File: config.mk
export PLATFORM = sky130hd
export DESIGN_NAME = serial_port_arbiter_flat
export DESIGN_NICKNAME = d
export VERILOG_FILES = /design/src/rtl/serial_port_arbiter_if.sv /design/src/rtl/serial_port_arbiter.sv /design/src/flat_wrapper.sv
export SDC_FILE = /design/constraint.sdc
export NUM_CORES = 1
export LEC_CHECK = 0
export ABC_AREA = 1
export CAP_MARGIN = 20
export CORE_MARGIN = 2
export CORE_UTILIZATION = 41
export DETAILED_ROUTE_END_ITERATION = 10
export HOLD_SLACK_MARGIN = 0.05
export PLACE_DENSITY = 0.83
export RECOVER_POWER = 100
export SYNTH_ARGS = -nofsm -noshare
export SYNTH_HDL_FRONTEND = slang
export SYNTH_SLANG_ARGS = --single-unit
File: constraint.sdc
create_clock -name clk -period 1.8 [get_ports clk]
set_input_delay 0.36 -clock clk [delete_from_list [all_inputs] [get_ports clk]]
set_output_delay 0.36 -clock clk [all_outputs]
set_load 0.05 [all_outputs]
File: src/rtl/serial_port_arbiter_if.sv
// Signal bundle between the serial port arbiter, its two producers, the Serial_port FIFO
// and the drained-byte consumer. The arbiter uses master; its neighbours use slave.
interface serial_port_arbiter_if #(
    parameter int DATA_W = 8
);
    logic              req0;
    logic [DATA_W-1:0] data0;
    logic              ack0;
    logic              req1;
    logic [DATA_W-1:0] data1;
    logic              ack1;
    logic              sp_w_e;
    logic [DATA_W-1:0] sp_data_in;
    logic              sp_f_f;
    logic              sp_r_e;
    logic [DATA_W-1:0] sp_data_out;
    logic              sp_e_f;
    logic              out_valid;
    logic [DATA_W-1:0] out_data;
    logic              out_ready;

    modport master (
        input  req0, data0, req1, data1, sp_f_f, sp_data_out, sp_e_f, out_ready,
        output ack0, ack1, sp_w_e, sp_data_in, sp_r_e, out_valid, out_data
    );

    modport slave (
        output req0, data0, req1, data1, sp_f_f, sp_data_out, sp_e_f, out_ready,
        input  ack0, ack1, sp_w_e, sp_data_in, sp_r_e, out_valid, out_data
    );
endinterface

File: src/rtl/serial_port_arbiter.sv
// Round-robin write arbiter (1 byte / 2 cycles, stalls on full) plus 3-cycle FIFO drain to a
// valid/ready stream held until accepted. Define SP_ARB_BURST_EN for BURST_LEN-write grants.
module serial_port_arbiter #(
    parameter int DATA_W    = 8,
    parameter int BURST_LEN = 4
) (
    input  logic                  clk,
    input  logic                  rst_n,
    serial_port_arbiter_if.master bus
);

    typedef enum logic       {W_IDLE, W_WRITE}        w_state_e;
    typedef enum logic [1:0] {R_IDLE, R_FETCH, R_CAP} r_state_e;

    w_state_e          w_state_q, w_state_d;
    r_state_e          r_state_q, r_state_d;
    logic              last_grant_q, last_grant_d;
    logic              sp_w_e_q, sp_w_e_d;
    logic              ack0_q, ack0_d;
    logic              ack1_q, ack1_d;
    logic [DATA_W-1:0] sp_data_in_q, sp_data_in_d;
    logic              sp_r_e_q, sp_r_e_d;
    logic              out_valid_q, out_valid_d;
    logic [DATA_W-1:0] out_data_q, out_data_d;
    logic              wr_go;
    logic              winner;
    logic              keep_grant;

`ifdef SP_ARB_BURST_EN
    localparam int              CNT_W   = $clog2(BURST_LEN + 1);
    localparam logic [CNT_W-1:0] CNT_MAX = CNT_W'(BURST_LEN);

    logic [CNT_W-1:0] burst_cnt_q, burst_cnt_d;
    logic             last_req;

    // A zero count means no burst is in progress, so reset state still lets requester 0 win.
    assign last_req   = last_grant_q ? bus.req1 : bus.req0;
    assign keep_grant = (burst_cnt_q != '0) && (burst_cnt_q < CNT_MAX);

    always_comb begin
        burst_cnt_d = burst_cnt_q;
        if (wr_go) begin
            burst_cnt_d = ((winner == last_grant_q) && keep_grant) ? burst_cnt_q + 1'b1
                                                                   : CNT_W'(1);
        end else if ((w_state_q == W_IDLE) && !last_req) begin
            burst_cnt_d = '0;
        end
    end

    always_ff @(posedge clk or negedge rst_n) begin
        if (!rst_n) burst_cnt_q <= '0;
        else        burst_cnt_q <= burst_cnt_d;
    end
`else
    localparam int unused_burst_len = BURST_LEN;
    assign keep_grant = 1'b0;
`endif

    always_ff @(posedge clk or negedge rst_n) begin
        if (!rst_n) begin
            w_state_q    <= W_IDLE;
            r_state_q    <= R_IDLE;
            last_grant_q <= 1'b1;
            sp_w_e_q     <= 1'b0;
            ack0_q       <= 1'b0;
            ack1_q       <= 1'b0;
            sp_data_in_q <= '0;
            sp_r_e_q     <= 1'b0;
            out_valid_q  <= 1'b0;
            out_data_q   <= '0;
        end else begin
            w_state_q    <= w_state_d;
            r_state_q    <= r_state_d;
            last_grant_q <= last_grant_d;
            sp_w_e_q     <= sp_w_e_d;
            ack0_q       <= ack0_d;
            ack1_q       <= ack1_d;
            sp_data_in_q <= sp_data_in_d;
            sp_r_e_q     <= sp_r_e_d;
            out_valid_q  <= out_valid_d;
            out_data_q   <= out_data_d;
        end
    end

    // W_WRITE always returns to idle, so the full flag is re-sampled before every write.
    always_comb begin
        w_state_d = w_state_q;
        wr_go     = 1'b0;
        case (w_state_q)
            W_IDLE: begin
                if (!bus.sp_f_f && (bus.req0 || bus.req1)) begin
                    wr_go     = 1'b1;
                    w_state_d = W_WRITE;
                end
            end
            default: w_state_d = W_IDLE;
        endcase
        if (bus.req0 && bus.req1) winner = keep_grant ? last_grant_q : ~last_grant_q;
        else                      winner = bus.req1;
    end

    always_comb begin
        sp_w_e_d     = 1'b0;
        ack0_d       = 1'b0;
        ack1_d       = 1'b0;
        sp_data_in_d = sp_data_in_q;
        last_grant_d = last_grant_q;
        if (wr_go) begin
            sp_w_e_d     = 1'b1;
            sp_data_in_d = winner ? bus.data1 : bus.data0;
            ack0_d       = ~winner;
            ack1_d       = winner;
            last_grant_d = winner;
        end
    end

    always_comb begin
        r_state_d = r_state_q;
        case (r_state_q)
            R_IDLE:  if (!bus.sp_e_f && !out_valid_q) r_state_d = R_FETCH;
            R_FETCH: r_state_d = R_CAP;
            default: r_state_d = R_IDLE;
        endcase
    end

    // FIFO data lands one cycle after the r_e pulse, which is exactly the R_CAP cycle.
    always_comb begin
        sp_r_e_d    = (r_state_d == R_FETCH);
        out_valid_d = out_valid_q;
        out_data_d  = out_data_q;
        if (out_valid_q && bus.out_ready) out_valid_d = 1'b0;
        if (r_state_q == R_CAP) begin
            out_valid_d = 1'b1;
            out_data_d  = bus.sp_data_out;
        end
    end

    assign bus.sp_w_e     = sp_w_e_q;
    assign bus.sp_data_in = sp_data_in_q;
    assign bus.ack0       = ack0_q;
    assign bus.ack1       = ack1_q;
    assign bus.sp_r_e     = sp_r_e_q;
    assign bus.out_valid  = out_valid_q;
    assign bus.out_data   = out_data_q;

endmodule

File: src/flat_wrapper.sv
// flat-port wrapper written by rule: the top's interface ports become plain ports
module serial_port_arbiter_flat 
#(
    parameter int DATA_W    = 8,
    parameter int BURST_LEN = 4
)
  (clk, rst_n, bus_req0, bus_data0, bus_req1, bus_data1, bus_sp_f_f, bus_sp_data_out, bus_sp_e_f, bus_out_ready, bus_ack0, bus_ack1, bus_sp_w_e, bus_sp_data_in, bus_sp_r_e, bus_out_valid, bus_out_data);
  serial_port_arbiter_if #(.DATA_W(DATA_W)) bus_i ();
  input  logic clk;
  input  logic rst_n;
  input wire logic [$bits(bus_i.req0)-1:0] bus_req0;
  input wire logic [$bits(bus_i.data0)-1:0] bus_data0;
  input wire logic [$bits(bus_i.req1)-1:0] bus_req1;
  input wire logic [$bits(bus_i.data1)-1:0] bus_data1;
  input wire logic [$bits(bus_i.sp_f_f)-1:0] bus_sp_f_f;
  input wire logic [$bits(bus_i.sp_data_out)-1:0] bus_sp_data_out;
  input wire logic [$bits(bus_i.sp_e_f)-1:0] bus_sp_e_f;
  input wire logic [$bits(bus_i.out_ready)-1:0] bus_out_ready;
  output wire logic [$bits(bus_i.ack0)-1:0] bus_ack0;
  output wire logic [$bits(bus_i.ack1)-1:0] bus_ack1;
  output wire logic [$bits(bus_i.sp_w_e)-1:0] bus_sp_w_e;
  output wire logic [$bits(bus_i.sp_data_in)-1:0] bus_sp_data_in;
  output wire logic [$bits(bus_i.sp_r_e)-1:0] bus_sp_r_e;
  output wire logic [$bits(bus_i.out_valid)-1:0] bus_out_valid;
  output wire logic [$bits(bus_i.out_data)-1:0] bus_out_data;
  assign bus_i.req0 = bus_req0;
  assign bus_i.data0 = bus_data0;
  assign bus_i.req1 = bus_req1;
  assign bus_i.data1 = bus_data1;
  assign bus_i.sp_f_f = bus_sp_f_f;
  assign bus_i.sp_data_out = bus_sp_data_out;
  assign bus_i.sp_e_f = bus_sp_e_f;
  assign bus_i.out_ready = bus_out_ready;
  assign bus_ack0 = bus_i.ack0;
  assign bus_ack1 = bus_i.ack1;
  assign bus_sp_w_e = bus_i.sp_w_e;
  assign bus_sp_data_in = bus_i.sp_data_in;
  assign bus_sp_r_e = bus_i.sp_r_e;
  assign bus_out_valid = bus_i.out_valid;
  assign bus_out_data = bus_i.out_data;
  serial_port_arbiter #(.DATA_W(DATA_W), .BURST_LEN(BURST_LEN)) u_core (.clk(clk), .rst_n(rst_n), .bus(bus_i));
endmodule
==> flow_metrics.py <==
metrics = {
    "placed_design": {
        "hpwl_um": 1850,
        "gp_congestion": 0.852,
        "place_ws_ps": 295,
        "numPortBuffers": 51,
    },
    "detailed_routing": {
        "drtIter0Drc": 7,
        "detail_route.first_pass.iterations": 4,
        "num_vias": 932,
        "wl_um": 2460,
        "drc": 0,
        "via_per_inst": 4.71,
        "wl_per_cell_um": 12.4,
        "antenna_left": 0,
    },
    "cells_and_area": {
        "nFillCells": 209,
        "finalNetCount": 202,
        "area_growth_pct": 47.5,
        "n_antenna_cell": 0,
        "drive_above_1_share": 0.0706,
    },
    "worst_setup_path": {
        "cpPeakStageDelay_ps": 490,
        "crit_buf_inv": 1,
        "reg2reg_slack_ps": 560,
        "path_max_fanout": 2,
        "cp.required_ps": 1440,
        "reg2reg_from": "u_core.r_state_q[0]$_DFF_PN0_",
        "r2r_end": "u_core.bus.out_valid$_DFFE_PN0P_",
        "cp-startpoint": "u_core.bus.out_data[1]$_DFFE_PN0P_",
        "endpoint_kind": "output pin",
        "path_class": "flop to output pin",
        "crit_path_top_delay_cell": "clkbuf_1",
        "crit_chain": "clkbuf_1",
        "cp-start-kind": "flop",
        "worstRegToRegCells": 3,
        "arrival_ps": 1170,
        "critical-path-top-delay-family": "buffers and inverters",
    },
    "grt": {
        "antenna_found_initial": 0,
        "grtUsageTotal": 0.190,
        "grt_pass1_wl_um": 3890,
        "grt_pass1_vias": 874,
        "grt_overflow": 0,
        "grt_max_degree": 25,
    },
    "yosys": {
        "synthTopCellsByArea": "dfrtp_1 58%, nand2_1 21%, nand3_1 8.0%",
        "avgSynthCellArea_um2": 8.66,
        "yosys_register_bits": 24,
        "synth_top_family_by_area": "simple AND/OR/NAND/NOR gates",
        "synthDistinctLibCells": 15,
        "synth_common_cells": "57 x nand2_1, 23 x dfrtp_1, 16 x nand3_1",
        "synth_adder_area_share": 0,
        "yosys.area_share.simple": 0.343,
        "syn_nets": 146,
        "yosysMostFrequentCell": "nand2_1",
        "syn_area_um2": 996,
        "synth_xor_area_frac": 0,
        "synth-compound-area-share": 0.0239,
        "async_reset_ff_frac": 1.00,
        "synth_edf_count": 0,
        "synth_seq_area_share": 0.604,
        "synth_top_area_frac": 0.578,
        "ys.flop_type": "dfrtp_1",
        "synth.yosys.warnings": 0,
        "synthCells": 115,
        "muxShareOfSynthArea": 0,
        "synth_largest_area_cell": "dfrtp_1",
    },
    "floorplan": {
        "rows": 17,
        "dieWidth_um": 53.3,
        "fp.dieArea_mm2": 0.00284,
        "pin_count": 52,
        "coreArea_mm2": 0.00225,
        "die_y_um": 53.3,
        "start_util": 0.442,
    },
    "clock_tree": {
        "clock_sinks": 24,
        "cts_root_buffer": "clkbuf_4",
        "cts_setup_buffers": 0,
        "clk_pin_slew_ps": 130,
        "clk_path_buf_depth": 2,
        "htree_levels": 1,
        "cts_buffers": 3,
        "cts.repair.resized": 0,
        "insertion_delay_ps": 310,
        "cts_hold_buf": 0,
        "cts_tree": "yes",
    },
    "sta": {
        "fin_crit_ps": 1530,
        "timing.final.crit_share": 0.851,
        "tightestPinTransition_ps": 631,
        "relSlewSlack": 0.581,
        "fmax_mhz": 653,
        "fin_ws_ps": 268,
        "fin_skew_ps": 1.92,
        "rsz0062_at_grt": "false",
        "hold_violations": 0,
        "tns_ps": 0,
        "setup_viol": 0,
        "maxSlewViolCount": 0,
    },
    "worst_hold_path": {
        "hold_path.class": "input port to async pin",
    },
    "pwr": {
        "ir_worst_vdd_uv": 1060,
        "power_density_mw_per_mm2": 1500,
        "p_leak_nw": 0.735,
    },
    "run": {
        "cap_violations": 0,
    },
    "run_status": {
        "status": "complete, no violations",
    },
}
cell type report:
class	count	area, um2	share of cell area
repair buffers	54	409	0.279
clock inverters	1	30.0	0.0204
inverters	3	11.3	0.00767
well taps	28	35.0	0.0239
multi-input cells	85	359	0.244
clock buffers	3	22.5	0.0153
flip-flops and latches	24	602	0.410
metal layers:
layer,wire length (um),share of wire,vias up,track usage
met4,28,0.011,0,0.0598
met5,0,0,-,0
li1,-,-,479,-
met2,1320,0.54,18,0.331
met1,1010,0.41,431,0.236
met3,98,0.040,4,0.0339
report_power, final:
part	internal, mW	leakage (nW)	switching [mW]	total [mW]
sequential	0.705	0.301	0.118	0.824
clock	0.225	0.0279	0.161	0.386
combinational	0.238	0.406	0.758	0.996
cell families after synthesis:
kind of cell / count (synthesis)
flops: 24
simple gates: 81
compound gates: 4
buf+inv: 6
registers in the layout (all words and copies together) (netlist names):
| register | cells |
|---|---|
| u_core.bus.ack0 | 1 |
| u_core.bus.ack1 | 1 |
| u_core.bus.out_data | 8 |
| u_core.bus.out_valid | 1 |
| u_core.bus.sp_data_in | 8 |
| u_core.bus.sp_r_e | 1 |
| u_core.bus.sp_w_e | 1 |
| u_core.last_grant_q | 1 |
| u_core.r_state_q | 2 |
stage by stage:
step	area (um2)	hold slack (ps)	utilization	cells	power, mW
3_5_place_dp	1490	458	0.663	194	1.94
4_1_cts	1550	399	0.686	198	2.33
2_1_floorplan	996	64.4	-	115	1.56
3_3_place_gp	1490	450	0.663	194	1.92
6_report	1470	462	0.651	198	2.21
5_1_grt	1470	480	0.651	198	2.33
how the worst max path moves through the flow:
stage / slack, ps / to / cells past startpoint
2_1_floorplan: 610 / u_core.bus.sp_data_in[0]$_DFFE_PN0N_ / 5
3_3_place_gp: 340 / u_core.bus.sp_data_in[2]$_DFFE_PN0N_ / 7
3_5_place_dp: 290 / u_core.bus.sp_data_in[6]$_DFFE_PN0N_ / 7
4_1_cts: 470 / bus_out_valid / 1
5_1_grt: 220 / bus_sp_data_in[1] / 1
6_report: 270 / bus_out_data[1] / 1
placed cells by master (no fill, tap or decap), drive strengths merged:
cell type,synthesis,layout
clkbuf,0,22
dfstp,1,1
bufinv,0,1
o21ai,3,3
clkdlybuf4s50,0,29
nand2,60,60
dfrtp,23,23
nor2,3,3
nor4,2,2
buf,3,5
inv,2,2
a21oi,1,1
clkinv,1,1
dlygate4sd3,0,1
nand3,16,16
Power figures use the tool's default switching activity.
